==> config.mk <==
export PLATFORM = sky130hd
export DESIGN_NAME = heho_next_val
export DESIGN_NICKNAME = d
export VERILOG_FILES = /design/src/rtl/heho_pkg.sv /design/src/rtl/heho_next_val.sv
export SDC_FILE = /design/constraint.sdc
export NUM_CORES = 1
export LEC_CHECK = 0
export ABC_AREA = 1
export BUFFER_PORTS_ARGS = -buffer_cell sky130_fd_sc_hd__buf_2
export CAP_MARGIN = 20
export CORE_AREA = 2 2 39 41
export DETAILED_ROUTE_END_ITERATION = 8
export DIE_AREA = 0 0 41 43
export SYNTH_ARGS = -nofsm -noshare
export SYNTH_HDL_FRONTEND = slang
export SYNTH_SLANG_ARGS = --single-unit
==> constraint.sdc <==
create_clock -name vclk -period 0.86
set_input_delay 0.172 -clock vclk [all_inputs]
set_output_delay 0.172 -clock vclk [all_outputs]
set_load 0.02 [all_outputs]
==> src/rtl/heho_pkg.sv <==
// ---------------------------------------------------------------------------
// heho_pkg
//   Shared constants and types for the half-even/half-odd count stream
//   checker. The stream runs 0,2,...,50 then 51,53,...,99 and wraps to 0.
//
//   Contents:
//     EVEN_MAX, ODD_MIN, ODD_MAX, STEP : stream boundary constants
//     state_e                          : checker lock state (HUNT/SYNC/LOCK)
// ---------------------------------------------------------------------------
package heho_pkg;

  localparam logic [7:0] EVEN_MAX = 8'd50;
  localparam logic [7:0] ODD_MIN  = 8'd51;
  localparam logic [7:0] ODD_MAX  = 8'd99;
  localparam logic [7:0] STEP     = 8'd2;

  typedef enum logic [1:0] {
    HUNT = 2'd0,
    SYNC = 2'd1,
    LOCK = 2'd2
  } state_e;

endpackage : heho_pkg

==> src/rtl/heho_next_val.sv <==
// ---------------------------------------------------------------------------
// heho_next_val
//   Purely combinational successor/legality function for the count stream.
//
//   Ports:
//     v     in  [7:0]  value to classify
//     nxt   out [7:0]  successor of v in the stream (99->0, 50->51, else +2)
//     legal out        v is a member of the stream (even <=50, or odd 51..99)
//
//   nxt is only meaningful when legal is high; for legal inputs the +2 never
//   overflows 8 bits.
// ---------------------------------------------------------------------------
module heho_next_val
  import heho_pkg::*;
(
  input  logic [7:0] v,
  output logic [7:0] nxt,
  output logic       legal
);

  always_comb begin
    legal = v[0] ? ((v >= ODD_MIN) && (v <= ODD_MAX)) : (v <= EVEN_MAX);

    if (v == ODD_MAX) begin
      nxt = 8'd0;
    end else if (v == EVEN_MAX) begin
      nxt = ODD_MIN;
    end else begin
      nxt = v + STEP;
    end
  end

endmodule : heho_next_val

Word level (Yosys, flattened, before mapping). Index checks and enable logic that the tools add are counted.

Bits in registers: 0. Bits of input ports: 8. Logic and storage cells: 10.

Add/sub/neg operators: 1. Order comparisons: 3. Equality and inequality tests: 2. Multiplexer cells: 3. Reduce and logical (&&, ||, !) cells: 1.

Operators by type and width (count): $mux 8 (2); $add 8x2->8 const B (1); $eq 8x6->1 const B (1); $eq 8x7->1 const B (1); $ge 8x6->1 const B (1); $le 8x6->1 const B (1); $le 8x7->1 const B (1); $logic_and 1x1->1 (1); $mux 1 (1).

Logic depth before layout (Yosys ltp). Gate-level depths: netlist of run 1.

Depth in word-level cells: 3. Depth in mapped cells: 7.

Least setup slack after synthesis of run 1. Ideal clock, no wire load.

Path type: input-to-output. Start point: input port v[1]. End point: output port nxt[7]. Arrival: 0.928 ns. Required time: 0.688 ns. Slack: -0.240 ns. Stages on the path: 4. Path buffers: 0. Cell sequence: ha_1 > nand3_1 > nor2_1 > xor2_1.

Longest elaborated chain between the ends: 3. Elaborated cells between the ends (all ways): 5. Classes of those cells: add/sub: 1; eq/ne: 2; mux: 2.

Ends and longest elaborated chain: start: declaration (RTL line heho_next_val.sv:16) `input logic [7:0] v,`; $add 8x2->8 / $eq 8x6->1 (equally long branches) (RTL line heho_next_val.sv:29, heho_next_val.sv:26); $mux 8 (RTL line heho_next_val.sv:26) `end else if (v == EVEN_MAX) begin`; $mux 8 (*) (RTL line heho_next_val.sv:24) `if (v == ODD_MAX) begin`; end: declaration (RTL line heho_next_val.sv:17) `output logic [7:0] nxt,`.

Every way passes the cells marked *; elsewhere a longest branch is shown, timed or not.

Worst setup path in the final report of run 1.
Start point: input port v[2]. End point: output port nxt[7].

The elaborated chain is that of the path after synthesis.

==> results of run 1 <==
==> routing by layer <==
layer | part of all wire | wire (µm) | up-vias | GRT usage
met5 | 0 | 0 | - | 0
li1 | - | - | 201 | -
met4 | 0 | 0 | 0 | 0
met2 | 0.55 | 528 | 12 | 0.1656
met3 | 0.067 | 64 | 0 | 0.005236
met1 | 0.38 | 367 | 171 | 0.1524
==> repair_timing <==
item,CTS,global route
setup endpoints to repair,9,9
endpoints found under the hold margin,0,0
resized for setup,51,25
pin swaps,17,10
buffers inserted,0,1
hold buffers,0,0
==> cell families after synthesis <==
| group | after synthesis | synth area share |
|---|---|---|
| compound gates | 1 | 0.03572 |
| xor+xnor | 5 | 0.1786 |
| fa+ha+maj | 1 | 0.05101 |
| buf+inv | 10 | 0.1531 |
| simple gates | 32 | 0.5816 |
==> critical path, stage by stage <==
cell                      delay [ps]
sky130_fd_sc_hd__buf_12           90
sky130_fd_sc_hd__ha_4            150
sky130_fd_sc_hd__nand3_4          90
sky130_fd_sc_hd__nor2_4          140
sky130_fd_sc_hd__xor2_4          150
sky130_fd_sc_hd__buf_6           130
==> area by class of cell <==
type,instances,area share
timing repair buffer,26,0.3780
multi-input combinational,39,0.5152
inverter,10,0.08232
tap,16,0.02439
==> path summary, 6_finish.rpt <==
path	from	end	slack, ps	depth (start not counted)
max	v[2]	nxt[7]	-240	6
min	v[1]	nxt[1]	630	3
==> power breakdown <==
| group | switching (µW) | leakage, µW | internal [µW] |
|---|---|---|---|
| sequential | 0 | 0 | 0 |
| combinational | 203 | 0.000377 | 223 |
| clock | 0 | 0 | 0 |
==> layout by cell type, fill, tap and decap left out <==
cell / count
sky130_fd_sc_hd__buf_6: 12
sky130_fd_sc_hd__nor2_4: 9
sky130_fd_sc_hd__buf_4: 8
sky130_fd_sc_hd__nand2_4: 6
sky130_fd_sc_hd__buf_12: 5
sky130_fd_sc_hd__inv_1: 4
sky130_fd_sc_hd__nand2_1: 4
sky130_fd_sc_hd__nand2_2: 3
sky130_fd_sc_hd__nand3_1: 3
sky130_fd_sc_hd__inv_2: 2
sky130_fd_sc_hd__nand3_4: 2
sky130_fd_sc_hd__xor2_2: 2
sky130_fd_sc_hd__nand3_2: 2
sky130_fd_sc_hd__inv_8: 1
sky130_fd_sc_hd__clkinv_4: 1
sky130_fd_sc_hd__inv_6: 1
sky130_fd_sc_hd__inv_12: 1
sky130_fd_sc_hd__xor2_1: 1
sky130_fd_sc_hd__xnor2_1: 1
sky130_fd_sc_hd__nand4_4: 1
sky130_fd_sc_hd__nor2_2: 1
sky130_fd_sc_hd__a21oi_4: 1
sky130_fd_sc_hd__nor2_1: 1
sky130_fd_sc_hd__xor2_4: 1
sky130_fd_sc_hd__ha_4: 1
sky130_fd_sc_hd__buf_8: 1
==> per-stage QoR <==
| stage | util | TNS (ps) |
|---|---|---|
| finish | 0.5931 | -1615 |
| global placement | 0.3843 | -2889 |
| global route | 0.5931 | -2085 |
| CTS | 0.5099 | -1895 |
| floorplan | - | -122.9 |
| detailed placement | 0.3843 | -2971 |
==> impl_metrics.xml, run 1 <==
<?xml version="1.0" encoding="UTF-8"?>
<metrics>
  <group name="run_status">
    <metric name="status" unit="">finished with violations</metric>
    <metric name="violations" unit="">negative setup slack</metric>
  </group>
  <group name="place">
    <metric name="place.gp.congestion" unit="">0.8224</metric>
    <metric name="io_buffers" unit="">17</metric>
    <metric name="place.detailed.hpwl" unit="µm">684</metric>
    <metric name="dpl.cell_count" unit="">90</metric>
    <metric name="pre_cts_slack" unit="ps">-369.6</metric>
    <metric name="area_of_placed_instances" unit="µm²">531.8</metric>
  </group>
  <group name="sta">
    <metric name="post-route-min-period" unit="ps">1098</metric>
    <metric name="max_freq" unit="GHz">0.9104</metric>
    <metric name="final_count_of_pins_violating_max_slew" unit="">0</metric>
    <metric name="worst_hold_slack" unit="ps">632.6</metric>
    <metric name="fin_ws" unit="ps">-238.4</metric>
    <metric name="fin_crit_sh" unit="">1.277</metric>
    <metric name="rsz0062_at_grt" unit="">yes</metric>
    <metric name="max-slew-margin-rel" unit="">0.8201</metric>
    <metric name="setup_failing_eps_final" unit="">9</metric>
    <metric name="tightestPinTransition" unit="ps">267.9</metric>
    <metric name="hold_violations" unit="">0</metric>
  </group>
  <group name="logic_synthesis">
    <metric name="yosysUniqueCellTypes" unit="">11</metric>
    <metric name="portion_of_synthesized_cell_area_occupied_by_the_leading_cell_type" unit="">0.1837</metric>
    <metric name="yosys-top-cells-count" unit="">12 x sky130_fd_sc_hd__nand2_1, 10 x sky130_fd_sc_hd__inv_1, 10 x sky130_fd_sc_hd__nor2_1</metric>
    <metric name="sequential_fraction_of_the_synthesis_area" unit="">0</metric>
    <metric name="synth.net_count" unit="">58</metric>
    <metric name="syn_inst" unit="">49</metric>
    <metric name="yosysTopAreaCell" unit="">sky130_fd_sc_hd__nand2_1</metric>
    <metric name="count_of_yosys_warnings_during_synthesis" unit="">0</metric>
    <metric name="synth.cell_area" unit="µm²">245.2</metric>
    <metric name="top_post_synthesis_cells_by_area" unit="">sky130_fd_sc_hd__nand2_1 18%, sky130_fd_sc_hd__inv_1 15%, sky130_fd_sc_hd__nor2_1 15%</metric>
    <metric name="syn-mean-instance-area" unit="µm²">5.005</metric>
    <metric name="synth.most_common_cell" unit="">sky130_fd_sc_hd__nand2_1</metric>
  </group>
  <group name="finish">
    <metric name="sequential_cell_total" unit="">0</metric>
    <metric name="final_cell_area" unit="µm²">820.8</metric>
    <metric name="antennaDiodeCount" unit="">0</metric>
    <metric name="area_growth_syn_to_layout" unit="%">234.7</metric>
    <metric name="final-instance-count-excl-fill" unit="">91</metric>
    <metric name="clockBufferCount" unit="">0</metric>
    <metric name="fillers" unit="">128</metric>
    <metric name="finalNetCount" unit="">86</metric>
    <metric name="post_route_cells_drive_above_1_share" unit="">0.8133</metric>
    <metric name="ff_latch_area" unit="µm²">0</metric>
    <metric name="multi_input_gate_area" unit="µm²">422.9</metric>
  </group>
  <group name="worst_setup_path">
    <metric name="required" unit="ps">690</metric>
    <metric name="type_of_the_setup_path_with_the_least_slack" unit="">in2out</metric>
    <metric name="timing.critical_path.fanout_max" unit="">4</metric>
    <metric name="crit_path_start_kind" unit="">input port</metric>
    <metric name="worst_path_arrival" unit="ps">930</metric>
    <metric name="critical_path.endpoint_type" unit="">output port</metric>
  </group>
  <group name="routing">
    <metric name="vias_per_cell" unit="">4.220</metric>
    <metric name="antenna_left" unit="">0</metric>
    <metric name="drtPass1Iterations" unit="">2</metric>
    <metric name="drt_drc_violations_left" unit="">0</metric>
    <metric name="detail_route.wirelength" unit="µm">959</metric>
    <metric name="drtIter0Drc" unit="">1</metric>
    <metric name="wl_per_cell" unit="µm">10.54</metric>
    <metric name="vias" unit="">384</metric>
  </group>
  <group name="power">
    <metric name="total_power" unit="µW">426.4</metric>
    <metric name="vdd_drop_max" unit="µV">285.2</metric>
    <metric name="static_power_due_to_leakage" unit="µW">0.0003772</metric>
    <metric name="power_density" unit="nW/µm²">519.5</metric>
  </group>
  <group name="global_route">
    <metric name="grt_start_max_net_pins" unit="">7</metric>
    <metric name="grt_pass1_vias" unit="">348</metric>
    <metric name="grt_usage" unit="">0.1020</metric>
    <metric name="grt_remaining_overflow" unit="">0</metric>
    <metric name="grt_antenna_before_repair" unit="">0</metric>
    <metric name="grt_first_pass_wirelength" unit="mm">1.345</metric>
  </group>
  <group name="hold_path">
    <metric name="worst_hold_class" unit="">in2out</metric>
  </group>
  <group name="floorplanning">
    <metric name="starting_density_of_the_core" unit="">0.1772</metric>
    <metric name="floorplan.die_area" unit="µm²">1763</metric>
    <metric name="floorplan.rows" unit="">14</metric>
    <metric name="die_height" unit="µm">43</metric>
    <metric name="ioPinCount" unit="">17</metric>
    <metric name="dieWidth" unit="µm">41</metric>
    <metric name="core_region_area" unit="µm²">1384</metric>
  </group>
  <group name="job">
    <metric name="timing.max_cap.violations" unit="">0</metric>
  </group>
</metrics>
No activity file was read; power rests on OpenSTA's default activity.
==> run 2: changes to the inputs <==
--- a/config.mk
+++ b/config.mk
@@ -11,6 +11,7 @@
 export CORE_AREA = 2 2 39 41
 export DETAILED_ROUTE_END_ITERATION = 8
 export DIE_AREA = 0 0 41 43
+export MAX_ROUTING_LAYER = met4
 export SYNTH_ARGS = -nofsm -noshare
 export SYNTH_HDL_FRONTEND = slang
 export SYNTH_SLANG_ARGS = --single-unit
==> constraint.sdc (replaced) <==
create_clock -name vclk -period 0.86
set_input_delay 0.258 -clock vclk [all_inputs]
set_output_delay 0.258 -clock vclk [all_outputs]
set_load 0.02 [all_outputs]
==> run 2 against run 1 <==
Net effect:
- the flow still finishes with violations (negative setup slack)
- flip-flop and latch count unchanged
- cell count up 2.2%
- critical path depth unchanged
- worst setup slack worse by 170 ps
- sequential share of layout area unchanged
- non-clock buffer count up 2
- worst hold slack better by 230 ps
- fmax down 14%
- combinational power down 0.9%
- critical path type unchanged
- critical endpoint unchanged
- largest power group unchanged
==> impl_metrics.xml, run 2 (same netlist as run 1, synthesis figures left out) <==
<?xml version="1.0" encoding="UTF-8"?>
<metrics>
  <group name="run_status">
    <metric name="status" unit="">finished with violations</metric>
    <metric name="violations" unit="">negative setup slack</metric>
  </group>
  <group name="routing">
    <metric name="drtPass1Iterations" unit="">1</metric>
    <metric name="drtIter0Drc" unit="">0</metric>
    <metric name="wl_per_cell" unit="µm">9.903</metric>
    <metric name="vias_per_cell" unit="">4.312</metric>
    <metric name="antenna_left" unit="">0</metric>
    <metric name="drt_drc_violations_left" unit="">0</metric>
    <metric name="vias" unit="">401</metric>
    <metric name="detail_route.wirelength" unit="µm">921</metric>
  </group>
  <group name="finish">
    <metric name="final_cell_area" unit="µm²">810.8</metric>
    <metric name="final_common_cell" unit="">sky130_fd_sc_hd__buf_4</metric>
    <metric name="sequential_cell_total" unit="">0</metric>
    <metric name="final_cell_mix" unit="">12 x sky130_fd_sc_hd__buf_4, 10 x sky130_fd_sc_hd__buf_6, 7 x sky130_fd_sc_hd__nor2_4, 5 x sky130_fd_sc_hd__nand2_4, 5 x sky130_fd_sc_hd__nand2_2</metric>
    <metric name="post_route_cells_drive_above_1_share" unit="">0.8571</metric>
    <metric name="finalNetCount" unit="">88</metric>
    <metric name="antennaDiodeCount" unit="">0</metric>
    <metric name="fillers" unit="">129</metric>
    <metric name="clockBufferCount" unit="">0</metric>
    <metric name="ff_latch_area" unit="µm²">0</metric>
    <metric name="area_growth_syn_to_layout" unit="%">230.6</metric>
  </group>
  <group name="worst_setup_path">
    <metric name="critical_path.endpoint_type" unit="">output port</metric>
    <metric name="cpPeakStageDelay" unit="ps">150</metric>
    <metric name="worst_path_arrival" unit="ps">1010</metric>
    <metric name="crit_path_cell_trace" unit="">buf_4 &gt; nand2_4 &gt; buf_4 &gt; nor2_4 &gt; xor2_4 &gt; buf_6</metric>
    <metric name="path_common_cell" unit="">sky130_fd_sc_hd__buf_4</metric>
    <metric name="crit_path_top_delay_cell" unit="">sky130_fd_sc_hd__xor2_4</metric>
    <metric name="timing.critical_path.fanout_max" unit="">3</metric>
    <metric name="crit_path_start_kind" unit="">input port</metric>
    <metric name="required" unit="ps">600</metric>
    <metric name="type_of_the_setup_path_with_the_least_slack" unit="">in2out</metric>
  </group>
  <group name="floorplanning">
    <metric name="starting_density_of_the_core" unit="">0.1772</metric>
    <metric name="dieWidth" unit="µm">41</metric>
    <metric name="floorplan.die_area" unit="µm²">1763</metric>
    <metric name="die_height" unit="µm">43</metric>
    <metric name="core_region_area" unit="µm²">1384</metric>
    <metric name="ioPinCount" unit="">17</metric>
    <metric name="floorplan.rows" unit="">14</metric>
  </group>
  <group name="sta">
    <metric name="final_count_of_pins_violating_max_slew" unit="">0</metric>
    <metric name="fin_ws" unit="ps">-411.4</metric>
    <metric name="rsz0062_at_grt" unit="">yes</metric>
    <metric name="max-slew-margin-rel" unit="">0.8271</metric>
    <metric name="tightestPinTransition" unit="ps">257.5</metric>
    <metric name="setup_failing_eps_final" unit="">9</metric>
    <metric name="post-route-min-period" unit="ps">1271</metric>
    <metric name="fin_crit_sh" unit="">1.478</metric>
    <metric name="hold_violations" unit="">0</metric>
    <metric name="max_freq" unit="GHz">0.7866</metric>
  </group>
  <group name="power">
    <metric name="vdd_drop_max" unit="µV">245.3</metric>
    <metric name="static_power_due_to_leakage" unit="µW">0.0003700</metric>
    <metric name="power_density" unit="nW/µm²">520.8</metric>
    <metric name="total_power" unit="µW">422.2</metric>
  </group>
  <group name="job">
    <metric name="timing.max_cap.violations" unit="">0</metric>
  </group>
  <group name="place">
    <metric name="place.detailed.hpwl" unit="µm">688.8</metric>
    <metric name="io_buffers" unit="">17</metric>
    <metric name="place.gp.congestion" unit="">0.7531</metric>
    <metric name="area_of_placed_instances" unit="µm²">564.3</metric>
  </group>
  <group name="hold_path">
    <metric name="worst_hold_class" unit="">in2out</metric>
  </group>
  <group name="global_route">
    <metric name="grt_usage" unit="">0.1199</metric>
    <metric name="grt_remaining_overflow" unit="">0</metric>
    <metric name="grt_start_max_net_pins" unit="">7</metric>
    <metric name="grt_pass1_vias" unit="">355</metric>
    <metric name="grt_antenna_before_repair" unit="">0</metric>
    <metric name="grt_first_pass_wirelength" unit="mm">1.545</metric>
  </group>
  <group name="clocking">
    <metric name="ctsHoldBuffers" unit="">0</metric>
  </group>
</metrics>
## run 2: changes by cell type in the layout (fill, tap and decap cells not counted), moves of 2 or more
| cell | previous run | this run |
|---|---|---|
| sky130_fd_sc_hd__buf_4 | 8 | 12 |
| sky130_fd_sc_hd__nor2_2 | 1 | 4 |
| sky130_fd_sc_hd__buf_6 | 12 | 10 |
| sky130_fd_sc_hd__nand2_2 | 3 | 5 |
| sky130_fd_sc_hd__nor2_4 | 9 | 7 |
## run 2: power by group
group | leakage, µW | switching, µW | internal, µW | total, µW
clock | 0 | 0 | 0 | 0
sequential | 0 | 0 | 0 | 0
combinational | 0.000370 | 201 | 222 | 422
total | 0.000370 | 201 | 222 | 422
## run 2: critical path, delay by kind of cell
kind | cells | cell delay [ps]
buffers and inverters | 3 | 390
and+or+nand+nor | 2 | 210
xor gates and xnor gates | 1 | 150
## run 2: path summary, 6_finish.rpt
| kind | endpoint | cells after the start | startpoint | slack (ps) |
|---|---|---|---|---|
| max | nxt[7] | 6 | v[5] | -410 |
| min | legal | 4 | v[0] | 860 |
## run 2: through the flow
stage                     instances  hold slack, ps  TNS [ps]  utilization  setup slack (ps)
after floorplan                  49           581.4     -1480            -            -231.4
after global placement           92           902.7     -4602       0.4078            -557.1
after detailed placement         92           915.4     -4677       0.4078            -566.7
after CTS                        93           870.5     -3311       0.5615            -438.7
after global routing             93           890.0     -3606       0.5859            -476.3
final                            93           858.0     -3217       0.5859            -411.4
## run 2: repair_timing
action / in CTS / in global routing
pin swaps: 17 / 8
setup endpoints to repair: 9 / 9
gates resized for setup: 58 / 9
setup buffers: 1 / 0
## run 2: final cells by class
type               instances  area, µm²  area share
repair buffers            28      312.8      0.3858
multi-input cells         39      417.9      0.5154
inverters                 10      60.06     0.07407
well taps                 16      20.02     0.02469
## run 2: metal layers
metal,wire length [µm],global-route usage
met1,333,0.1683
met2,540,0.2000
met3,47,0
met4,0,0
met5,0,-
